<file path="config.mk">
export PLATFORM = sky130hd
export DESIGN_NAME = fp_status_monitor
export DESIGN_NICKNAME = d
export VERILOG_FILES = /design/src/rtl/fp_status_monitor_pkg.sv /design/src/rtl/fp_status_monitor_sat_counter.sv /design/src/rtl/fp_status_monitor.sv
export SDC_FILE = /design/constraint.sdc
export NUM_CORES = 1
export LEC_CHECK = 0
export BUFFER_PORTS_ARGS = -buffer_cell sky130_fd_sc_hd__buf_2
export CORE_AREA = 5 5 174 126
export DETAILED_ROUTE_END_ITERATION = 8
export DIE_AREA = 0 0 179 131
export PLACE_DENSITY = 0.74
export SLEW_MARGIN = 20
export SYNTH_ARGS = -nofsm -noshare
export SYNTH_HDL_FRONTEND = slang
export SYNTH_SLANG_ARGS = --single-unit
</file>
<file path="constraint.sdc">
create_clock -name pclk -period 2.6 [get_ports pclk]
set_input_delay 0 -clock pclk [delete_from_list [all_inputs] [get_ports pclk]]
set_output_delay 0 -clock pclk [all_outputs]
set_load 0.01 [all_outputs]
</file>
<file path="src/rtl/fp_status_monitor_pkg.sv">
// fp_mon_pkg: check ids, pstatus bit positions and monitor FSM states for fp_status_monitor.
package fp_mon_pkg;
  localparam int N_CHK = 7;
  typedef enum logic [2:0] {
    CHK_ZERO = 3'd0,
    CHK_INF  = 3'd1,
    CHK_NAN  = 3'd2,
    CHK_TINY = 3'd3,
    CHK_HUGE = 3'd4,
    CHK_EXCL = 3'd5,
    CHK_RSVD = 3'd6
  } chk_id_e;
  localparam int PS_ZERO    = 0;
  localparam int PS_INF     = 1;
  localparam int PS_NAN     = 2;
  localparam int PS_TINY    = 3;
  localparam int PS_HUGE    = 4;
  localparam int PS_INEXACT = 5;
  typedef enum logic [1:0] {
    WARMUP = 2'd0,
    RUN    = 2'd1,
    FROZEN = 2'd2
  } mon_state_e;
endpackage

</file>
<file path="src/rtl/fp_status_monitor_sat_counter.sv">
// sat_counter: saturating up-counter with synchronous clear taking priority over increment.
module sat_counter #(
  parameter int CNT_W = 16
) (
  input  logic             clk,
  input  logic             rst_n,
  input  logic             i_inc,
  input  logic             i_clr,
  output logic [CNT_W-1:0] o_count
);
  logic [CNT_W-1:0] r_count;
  always_ff @(posedge clk or negedge rst_n)
    if (!rst_n) r_count <= '0;
    else if (i_clr) r_count <= '0;
    else if (i_inc && !(&r_count)) r_count <= r_count + CNT_W'(1);
  assign o_count = r_count;
endmodule

</file>
<file path="src/rtl/fp_status_monitor.sv">
// fp_status_monitor: runtime checker of FP multiplier pstatus against pz and delayed operand exponents.
module fp_status_monitor
  import fp_mon_pkg::*;
#(
  parameter int EXP_W        = 8,
  parameter int MAN_W        = 23,
  parameter int LATENCY      = 2,
  parameter int CNT_W        = 16,
  parameter int STOP_ON_FAIL = 0,
  localparam int W           = 1 + EXP_W + MAN_W
) (
  input  logic             pclk,
  input  logic             prst_n,
  input  logic             en,
  input  logic             clr,
  input  logic [W-1:0]     pa,
  input  logic [W-1:0]     pb,
  input  logic [W-1:0]     pz,
  input  logic [7:0]       pstatus,
  output logic [6:0]       err_vec,
  output logic             err_any,
  input  logic [2:0]       cnt_sel,
  output logic [CNT_W-1:0] cnt_rd,
  output logic             ff_valid,
  output logic [2:0]       ff_id,
  output logic [W-1:0]     ff_z
);
  localparam int WC_W = $clog2(LATENCY + 1);
  localparam logic [EXP_W-1:0] EXP_ONES = '1;
  localparam logic [W-2:0] MIN_NORM = {{(EXP_W-1){1'b0}}, 1'b1, {MAN_W{1'b0}}};
  localparam logic [W-2:0] MAX_NORM = {EXP_ONES - EXP_W'(1), {MAN_W{1'b1}}};
  mon_state_e                  r_state;
  logic [WC_W-1:0]             r_warm;
  logic [LATENCY-1:0][EXP_W-1:0] r_ha, r_hb;
  logic [LATENCY-1:0]          r_hv;
  logic [N_CHK-1:0]            r_err, w_fail;
  logic                        r_ffv;
  logic [2:0]                  r_ffid, w_ffid;
  logic [W-1:0]                r_ffz;
  logic [EXP_W-1:0]            w_ez, w_ea, w_eb;
  logic                        w_act, w_nan_ops, w_unused;
  logic [CNT_W-1:0]            w_cnt [8];
  assign w_ez = pz[W-2:MAN_W];
  assign w_ea = r_ha[LATENCY-1];
  assign w_eb = r_hb[LATENCY-1];
  assign w_act = en && r_state != FROZEN;
  assign w_nan_ops = r_hv[LATENCY-1] &&
    ((w_ea == '0 && w_eb == EXP_ONES) || (w_ea == EXP_ONES && w_eb == '0));
  assign w_unused = ^{pa[W-1], pa[MAN_W-1:0], pb[W-1], pb[MAN_W-1:0], pz[W-1], pstatus[PS_INEXACT]};
  always_comb begin
    w_fail = '0;
    w_fail[CHK_ZERO] = pstatus[PS_ZERO] && w_ez != '0;
    w_fail[CHK_INF]  = pstatus[PS_INF] && w_ez != EXP_ONES;
    w_fail[CHK_NAN]  = pstatus[PS_NAN] && !w_nan_ops && r_state == RUN;
    w_fail[CHK_TINY] = pstatus[PS_TINY] && w_ez != '0 && pz[W-2:0] != MIN_NORM;
    w_fail[CHK_HUGE] = pstatus[PS_HUGE] && w_ez != EXP_ONES && pz[W-2:0] != MAX_NORM;
    w_fail[CHK_EXCL] = pstatus[PS_ZERO] && pstatus[PS_INF];
    w_fail[CHK_RSVD] = pstatus[7:6] != 2'b00;
    w_fail = w_act ? w_fail : '0;
    w_ffid = '0;
    for (int i = N_CHK - 1; i >= 0; i--) w_ffid = w_fail[i] ? 3'(i) : w_ffid;
  end
  always_ff @(posedge pclk or negedge prst_n)
    if (!prst_n) begin
      r_ha <= '0;
      r_hb <= '0;
      r_hv <= '0;
    end else if (clr) begin
      r_ha <= '0;
      r_hb <= '0;
      r_hv <= '0;
    end else if (en) begin
      r_ha[0] <= pa[W-2:MAN_W];
      r_hb[0] <= pb[W-2:MAN_W];
      r_hv[0] <= 1'b1;
      for (int i = 1; i < LATENCY; i++) begin
        r_ha[i] <= r_ha[i-1];
        r_hb[i] <= r_hb[i-1];
        r_hv[i] <= r_hv[i-1];
      end
    end
  // WARMUP masks NAN until the operand history holds LATENCY real samples
  always_ff @(posedge pclk or negedge prst_n)
    if (!prst_n) begin
      r_state <= WARMUP;
      r_warm  <= '0;
    end else if (clr) begin
      r_state <= WARMUP;
      r_warm  <= '0;
    end else if (en && r_state == WARMUP) begin
      r_warm  <= r_warm + WC_W'(1);
      r_state <= r_warm == WC_W'(LATENCY - 1) ? RUN : WARMUP;
    end else if (r_state == RUN && STOP_ON_FAIL != 0 && |w_fail) begin
      r_state <= FROZEN;
    end
  always_ff @(posedge pclk or negedge prst_n)
    if (!prst_n) begin
      r_err  <= '0;
      r_ffv  <= 1'b0;
      r_ffid <= '0;
      r_ffz  <= '0;
    end else if (clr) begin
      r_err  <= '0;
      r_ffv  <= 1'b0;
      r_ffid <= '0;
      r_ffz  <= '0;
    end else begin
      r_err <= r_err | w_fail;
      if (|w_fail && !r_ffv) begin
        r_ffv  <= 1'b1;
        r_ffid <= w_ffid;
        r_ffz  <= pz;
      end
    end
  for (genvar i = 0; i < N_CHK; i++) begin : g_cnt
    sat_counter #(.CNT_W(CNT_W)) u_cnt (
      .clk     (pclk),
      .rst_n   (prst_n),
      .i_inc   (w_fail[i]),
      .i_clr   (clr),
      .o_count (w_cnt[i])
    );
  end
  assign w_cnt[7]  = '0;
  assign cnt_rd    = w_cnt[cnt_sel];
  assign err_vec   = r_err;
  assign err_any   = |r_err;
  assign ff_valid  = r_ffv;
  assign ff_id     = r_ffid;
  assign ff_z      = r_ffz;
endmodule

</file>
==> impl_metrics.ini, run 1 <==
[finish]
final_common_cell = dfrtp_1
nFillCells = 1666
nets = 1262
drive_above_1_share_pct = 18.4
multi_input_area_sq_um = 4910
syn2layout_area_growth_pct = 19.9
stdcell_count = 1432
seq_area_sq_um = 4800
layout_common_cells = dfrtp_1 (192), nor2_1 (145), buf_2 (119)
fin_area_sq_um = 12000
post-route-util_pct = 59.6
num_antenna_cells = 0

[yosys]
async_flop_share_pct = 100
syn_inst = 988
ys_seq_area_share_pct = 47.8
synth_enable_flop_cells = 0
synth_area_sq_um = 10000
synth-main-ff-cell = dfrtp_1
synth.distinct_cells = 57
ys_ff_latch = 192
ys_warn_count = 0
syn_nets = 1107
synth.avg_cell_area_sq_um = 10.2

[drt]
antenna_left = 0
first_pass_iters = 5
drt-initial-drc-count = 680
vias = 8465
routedWlPerCell_um = 18.7
drc = 0
vias_per_cell = 5.91
wl_um = 26800

[cts]
clkLatencyLatePin_ps = 440
cts_made_buffers = 17
clock-sinks = 192
post_cts_buffers = 0
cts-root-buf = clkbuf_16
clk_path_buf_depth = 2
htreeDepth = 4
cts_tree = done
clk_pin_slew_worst_paths_ps = 70

[pwr]
leakage_nw = 5.40
power_mw = 6.59
p_per_area_nw_per_um2 = 547
vdd_drop_max_uv = 447

[sta]
drv_slew = 0
rsz0062_at_grt = false
whs_ps = 31.1
finalWorstSetupSlack_ps = 74.0
skew_ps = 17.5
min_period_over_period_pct = 97.2
fmax_mhz = 396
final_hold_viol_count = 0
max_slew_margin_pct = 47.6
tightest_slew_ps = 786
min_period_ps = 2530
setup_viol = 0
timing.setup.tns_ps = 0

[grt]
grt_pass1_wl_um = 43400
grt_pass1_vias = 8211
grt_max_degree = 77
antenna_found_initial = 2
grt_remaining_overflow = 0
grtUsageTotal_pct = 23.5

[flow_run]
drv_cap = 0

[floorplan]
std_cell_rows = 44
start_util_pct = 49.7
fp.dieH_um = 131
io_pins = 171
dieWidth_um = 179
floorplan.die_area_sq_um = 23400
coreArea_sq_um = 20200

[hold_path]
min_path_type = input port to register

[place]
placed_cells = 1350
dp_hpwl_um = 18200
post-place-ws_ps = 76.0
place_area_sq_um = 10900
place_congestion = 0.872
portBuffers = 121

[critical_path]
cp_data_required_time_ps = 2930
endpoint_kind = register
cp-start-kind = input port
crit_fanout = 21
crit_arrival_ps = 2850
critical_path_class = input port to register

[run_status]
status = finished clean
==> worst max-delay path, cell delays in order <==
cell and delay (ps):
dlygate4sd3_1 540, buf_2 140, or4_4 510, or4_4 560, o21a_1 260, nor3_4 230, a31oi_4 120, buf_4 220
a32o_1 270
==> cells in the mapped netlist, types with 16 or more instances <==
cell type / count / area [sq um]
nand3_1: 46 / 230
nand4_1: 41 / 257
mux2i_1: 52 / 521
mux4_2: 16 / 360
or4_1: 20 / 150
xnor2_1: 33 / 289
and4_1: 16 / 140
dfrtp_1: 192 / 4800
nand2_1: 56 / 210
inv_1: 16 / 60.1
nor2_1: 145 / 544
nor4_1: 19 / 119
o21ai_0: 30 / 150
a21oi_1: 33 / 165
clkbuf_1: 43 / 161
nor3_1: 17 / 85.1
and3_1: 20 / 125
a22o_1: 32 / 280
xor2_1: 44 / 385
==> kinds of logic (layout without fill, tap and decap cells) <==
kind of cell | Yosys count | after routing | synth area share [%]
multiplexers | 84 | 84 | 10.6
adder cells (fa/ha/maj) | 8 | 8 | 0.996
buffers and inverters | 73 | 241 | 3.37
flip-flops | 192 | 192 | 47.8
AND/OR/NAND/NOR | 417 | 417 | 21.1
AO/OA/AOI/OAI | 137 | 137 | 9.41
XOR/XNOR | 77 | 77 | 6.71
==> power by group <==
part	total [mW]	switching (mW)	internal, mW	leakage (nW)
Sequential	3.15	0.0730	3.08	2.63
Clock	2.78	1.21	1.57	0.293
Combinational	0.662	0.380	0.282	2.47
Total	6.59	1.66	4.93	5.40
==> timing repair <==
action,4_1_cts,5_1_grt
setup endpoints to repair,0,27
hold endpoints to repair,136,0
gates resized for setup,0,1
hold buffers,50,0
==> layer usage <==
metal	share of wire (%)	track usage, %	up-vias
met4	1.7	5.95	4
met3	8.7	6.01	48
met5	0.086	0	-
li1	-	-	3911
met1	45	34.8	4127
met2	44	34.6	375
==> worst paths after layout <==
check / from / to / slack, ps / depth (start not counted)
worst max register to register: w_eb[2] / ff_id[1] / 170 / 8
worst min register to register: r_hv[0] / r_hv[0] / 500 / 2
min in group asynchronous: prst_n / g_cnt[0].u_cnt.o_count[9] / 180 / 2
worst max-delay path: pz[30] / ff_id[1] / 70 / 9
worst min-delay path: pstatus[2] / err_vec[2] / 30 / 4
max in group asynchronous: prst_n / g_cnt[6].u_cnt.o_count[3] / 1610 / 3
==> flip-flops by register name (all words and copies together) (netlist names) <==
| name | flops |
|---|---|
| err_vec | 7 |
| ff_id | 3 |
| ff_valid | 1 |
| ff_z | 32 |
| g_cnt.u_cnt.o_count | 112 |
| r_ha | 8 |
| r_hb | 8 |
| r_hv | 2 |
| r_state | 1 |
| r_warm | 2 |
| w_ea | 8 |
| w_eb | 8 |
==> cell type report <==
type	count	share of cell area, %
Clock buffer	20	3.71
Clock inverter	12	1.43
Inverter	16	0.499
Multi-Input combinational cell	723	40.7
Sequential cell	192	39.9
Tap cell	276	2.87
Timing Repair Buffer	193	10.9
No activity file was read; power rests on OpenSTA's default activity.
==> run 2: changes to the inputs <==
Settings changed: SLEW_MARGIN 20 to default.
Clock period 2.6 ns to 2.2 ns, I/O delays scaled along.
==> run 2 against run 1 <==
The run now ends with setup timing left. Clock power increased by 14%. Non-clock buffer count is 42 higher. Total power is 17% higher. First-iteration DRC count is 0.15% higher. Combinational power rose by 27%. Register-to-register slack got worse by 280 ps. Final area rose by 4.6%. Clock skew down 5.7 ps. Routed wire length up 2.2%. Worst hold slack better by 51 ps. Cell count is 2.9% higher. Die area did not move. Critical path type is now register to register. Critical endpoint is now ff_id[0].
==> impl_metrics.ini, run 2 (synthesis results as in run 1) <==
[pwr]
p_sw_share_pct = 24.7
power_frac_clock_pct = 40.9
p_per_area_nw_per_um2 = 614
p_comb_share_pct = 10.9
pwr-share-seq_pct = 48.2
power_mw = 7.73
leakage_nw = 5.67
p_int_mw = 5.82
vdd_drop_max_uv = 463
switchingPower_mw = 1.91

[drt]
drc = 0
antenna_left = 0
wl_um = 27400
first_pass_iters = 6
drt-initial-drc-count = 681
routedWlPerCell_um = 18.6
vias = 8582
vias_per_cell = 5.82

[finish]
largest_reg_flops = 112
layout_common_cells = dfrtp_1 (191), nor2_1 (145), buf_2 (119)
nFillCells = 1601
nets = 1304
num_antenna_cells = 0
syn2layout_area_growth_pct = 25.4
drive_above_1_share_pct = 23.8
stdcell_count = 1474
final_common_cell = dfrtp_1
fin_area_sq_um = 12600
post-route-util_pct = 62.4

[sta]
final_hold_viol_count = 0
max_slew_margin_pct = 60.3
skew_ps = 11.7
setup_viol = 51
rsz0062_at_grt = true
finalWorstSetupSlack_ps = -111
tightest_slew_ps = 595
fmax_mhz = 433
min_period_ps = 2310
min_period_over_period_pct = 105
drv_slew = 0

[floorplan]
fp.dieH_um = 131
start_util_pct = 49.7
std_cell_rows = 44
dieWidth_um = 179
coreArea_sq_um = 20200
io_pins = 171
floorplan.die_area_sq_um = 23400

[run_status]
failed_checks = setup timing
status = finished with violations

[place]
portBuffers = 121
place_area_sq_um = 11300
dp_hpwl_um = 18800
post-place-ws_ps = -186
place_congestion = 0.873
placed_cells = 1387

[grt]
grt_pass1_wl_um = 43900
antenna_found_initial = 0
grt_remaining_overflow = 0
grtUsageTotal_pct = 23.7
grt_max_degree = 133
grt_pass1_vias = 8303

[flow_run]
drv_cap = 0

[cts]
htreeDepth = 4
clock-sinks = 192
cts-root-buf = clkbuf_16
cts_made_buffers = 17
clk_path_buf_depth = 2
clkLatencyLatePin_ps = 430
clk_pin_slew_worst_paths_ps = 70
cts_tree = done

[critical_path]
cp-start-kind = register
critPathTopFamily = simple AND/OR/NAND/NOR gates
path_buf_inv = 2
endpoint_kind = register
crit_arrival_ps = 2680
cp_data_required_time_ps = 2570
path_cells = or4_4 -> nor4_4 -> o21ai_2 -> nand4_1 -> buf_6 -> buf_12 -> a21o_1 -> a32o_1
cpPeakStageDelay_ps = 560
slowest_stage = or4_4
crit_fanout = 9
critical_path_class = register to register

[hold_path]
min_path_type = input port to register
-- run 2: changes by cell type in the layout (fill, tap and decap cells not counted), sizes merged --
cell and delta:
inv -2, clkbuf +3, clkinvlp -2, clkinv +3, buf +40
-- run 2: timing repair --
action | CTS | global route
buffers inserted | 0 | 1
cloned | 0 | 4
endpoints found under the hold margin | 262 | 0
endpoints found under the setup margin | 52 | 67
hold buffers | 50 | 0
resized for setup | 8 | 35
pin swaps | 14 | 12
-- run 2: per-layer routing --
| layer | GRT usage [%] | vias up | part of all wire (%) |
|---|---|---|---|
| met3 | 6.38 | 35 | 7.9 |
| li1 | - | 3989 | - |
| met4 | 4.15 | 0 | 1.3 |
| met2 | 35.5 | 336 | 46 |
| met1 | 35.2 | 4222 | 45 |
| met5 | 0 | - | 0 |
-- run 2: power groups by stage --
stage	Combinational [mW]	Sequential, mW	Clock, mW
after detailed placement	0.743	3.78	0
after CTS	0.820	3.72	3.20
after global placement	0.726	3.78	0
after floorplan	0.383	3.79	0
after global routing	0.924	3.74	3.38
final	0.842	3.72	3.16
-- run 2: tightest hold or removal path: cells and delay by family --
family / cells / cell delay (ps)
buffers and inverters: 1 / 80
AOI/OAI and AO/OA: 1 / 240
and+or+nand+nor: 2 / 140
-- run 2: final cells by class --
| cell class | count | area [sq um] | area share (%) |
|---|---|---|---|
| Tap cell | 276 | 345 | 2.74 |
| Timing Repair Buffer | 235 | 1740 | 13.8 |
| Inverter | 16 | 60.1 | 0.477 |
| Sequential cell | 192 | 4810 | 38.1 |
| Multi-Input combinational cell | 723 | 5060 | 40.1 |
| Clock inverter | 11 | 155 | 1.23 |
| Clock buffer | 21 | 440 | 3.50 |
-- run 2: metrics by stage --
step | setup TNS, ps | hold slack, ps
finish | -4290 | 82.1
global route | -8850 | 91.8
CTS | -229 | 68.7
detailed placement | -7650 | -14.1
global placement | -5210 | -15.3
floorplan | 0 | -296
-- run 2: final timing paths --
check | startpoint | to | slack, ps | depth (start not counted)
max reg2reg | w_eb[2] | ff_id[0] | -110 | 8
max in group asynchronous | prst_n | g_cnt[1].u_cnt.o_count[2] | 1320 | 3
min in group asynchronous | prst_n | g_cnt[0].u_cnt.o_count[11] | 110 | 2
min reg2reg | ff_z[28] | ff_z[28] | 500 | 1
max | w_eb[2] | ff_id[0] | -110 | 8
min | pstatus[6] | err_vec[6] | 80 | 4
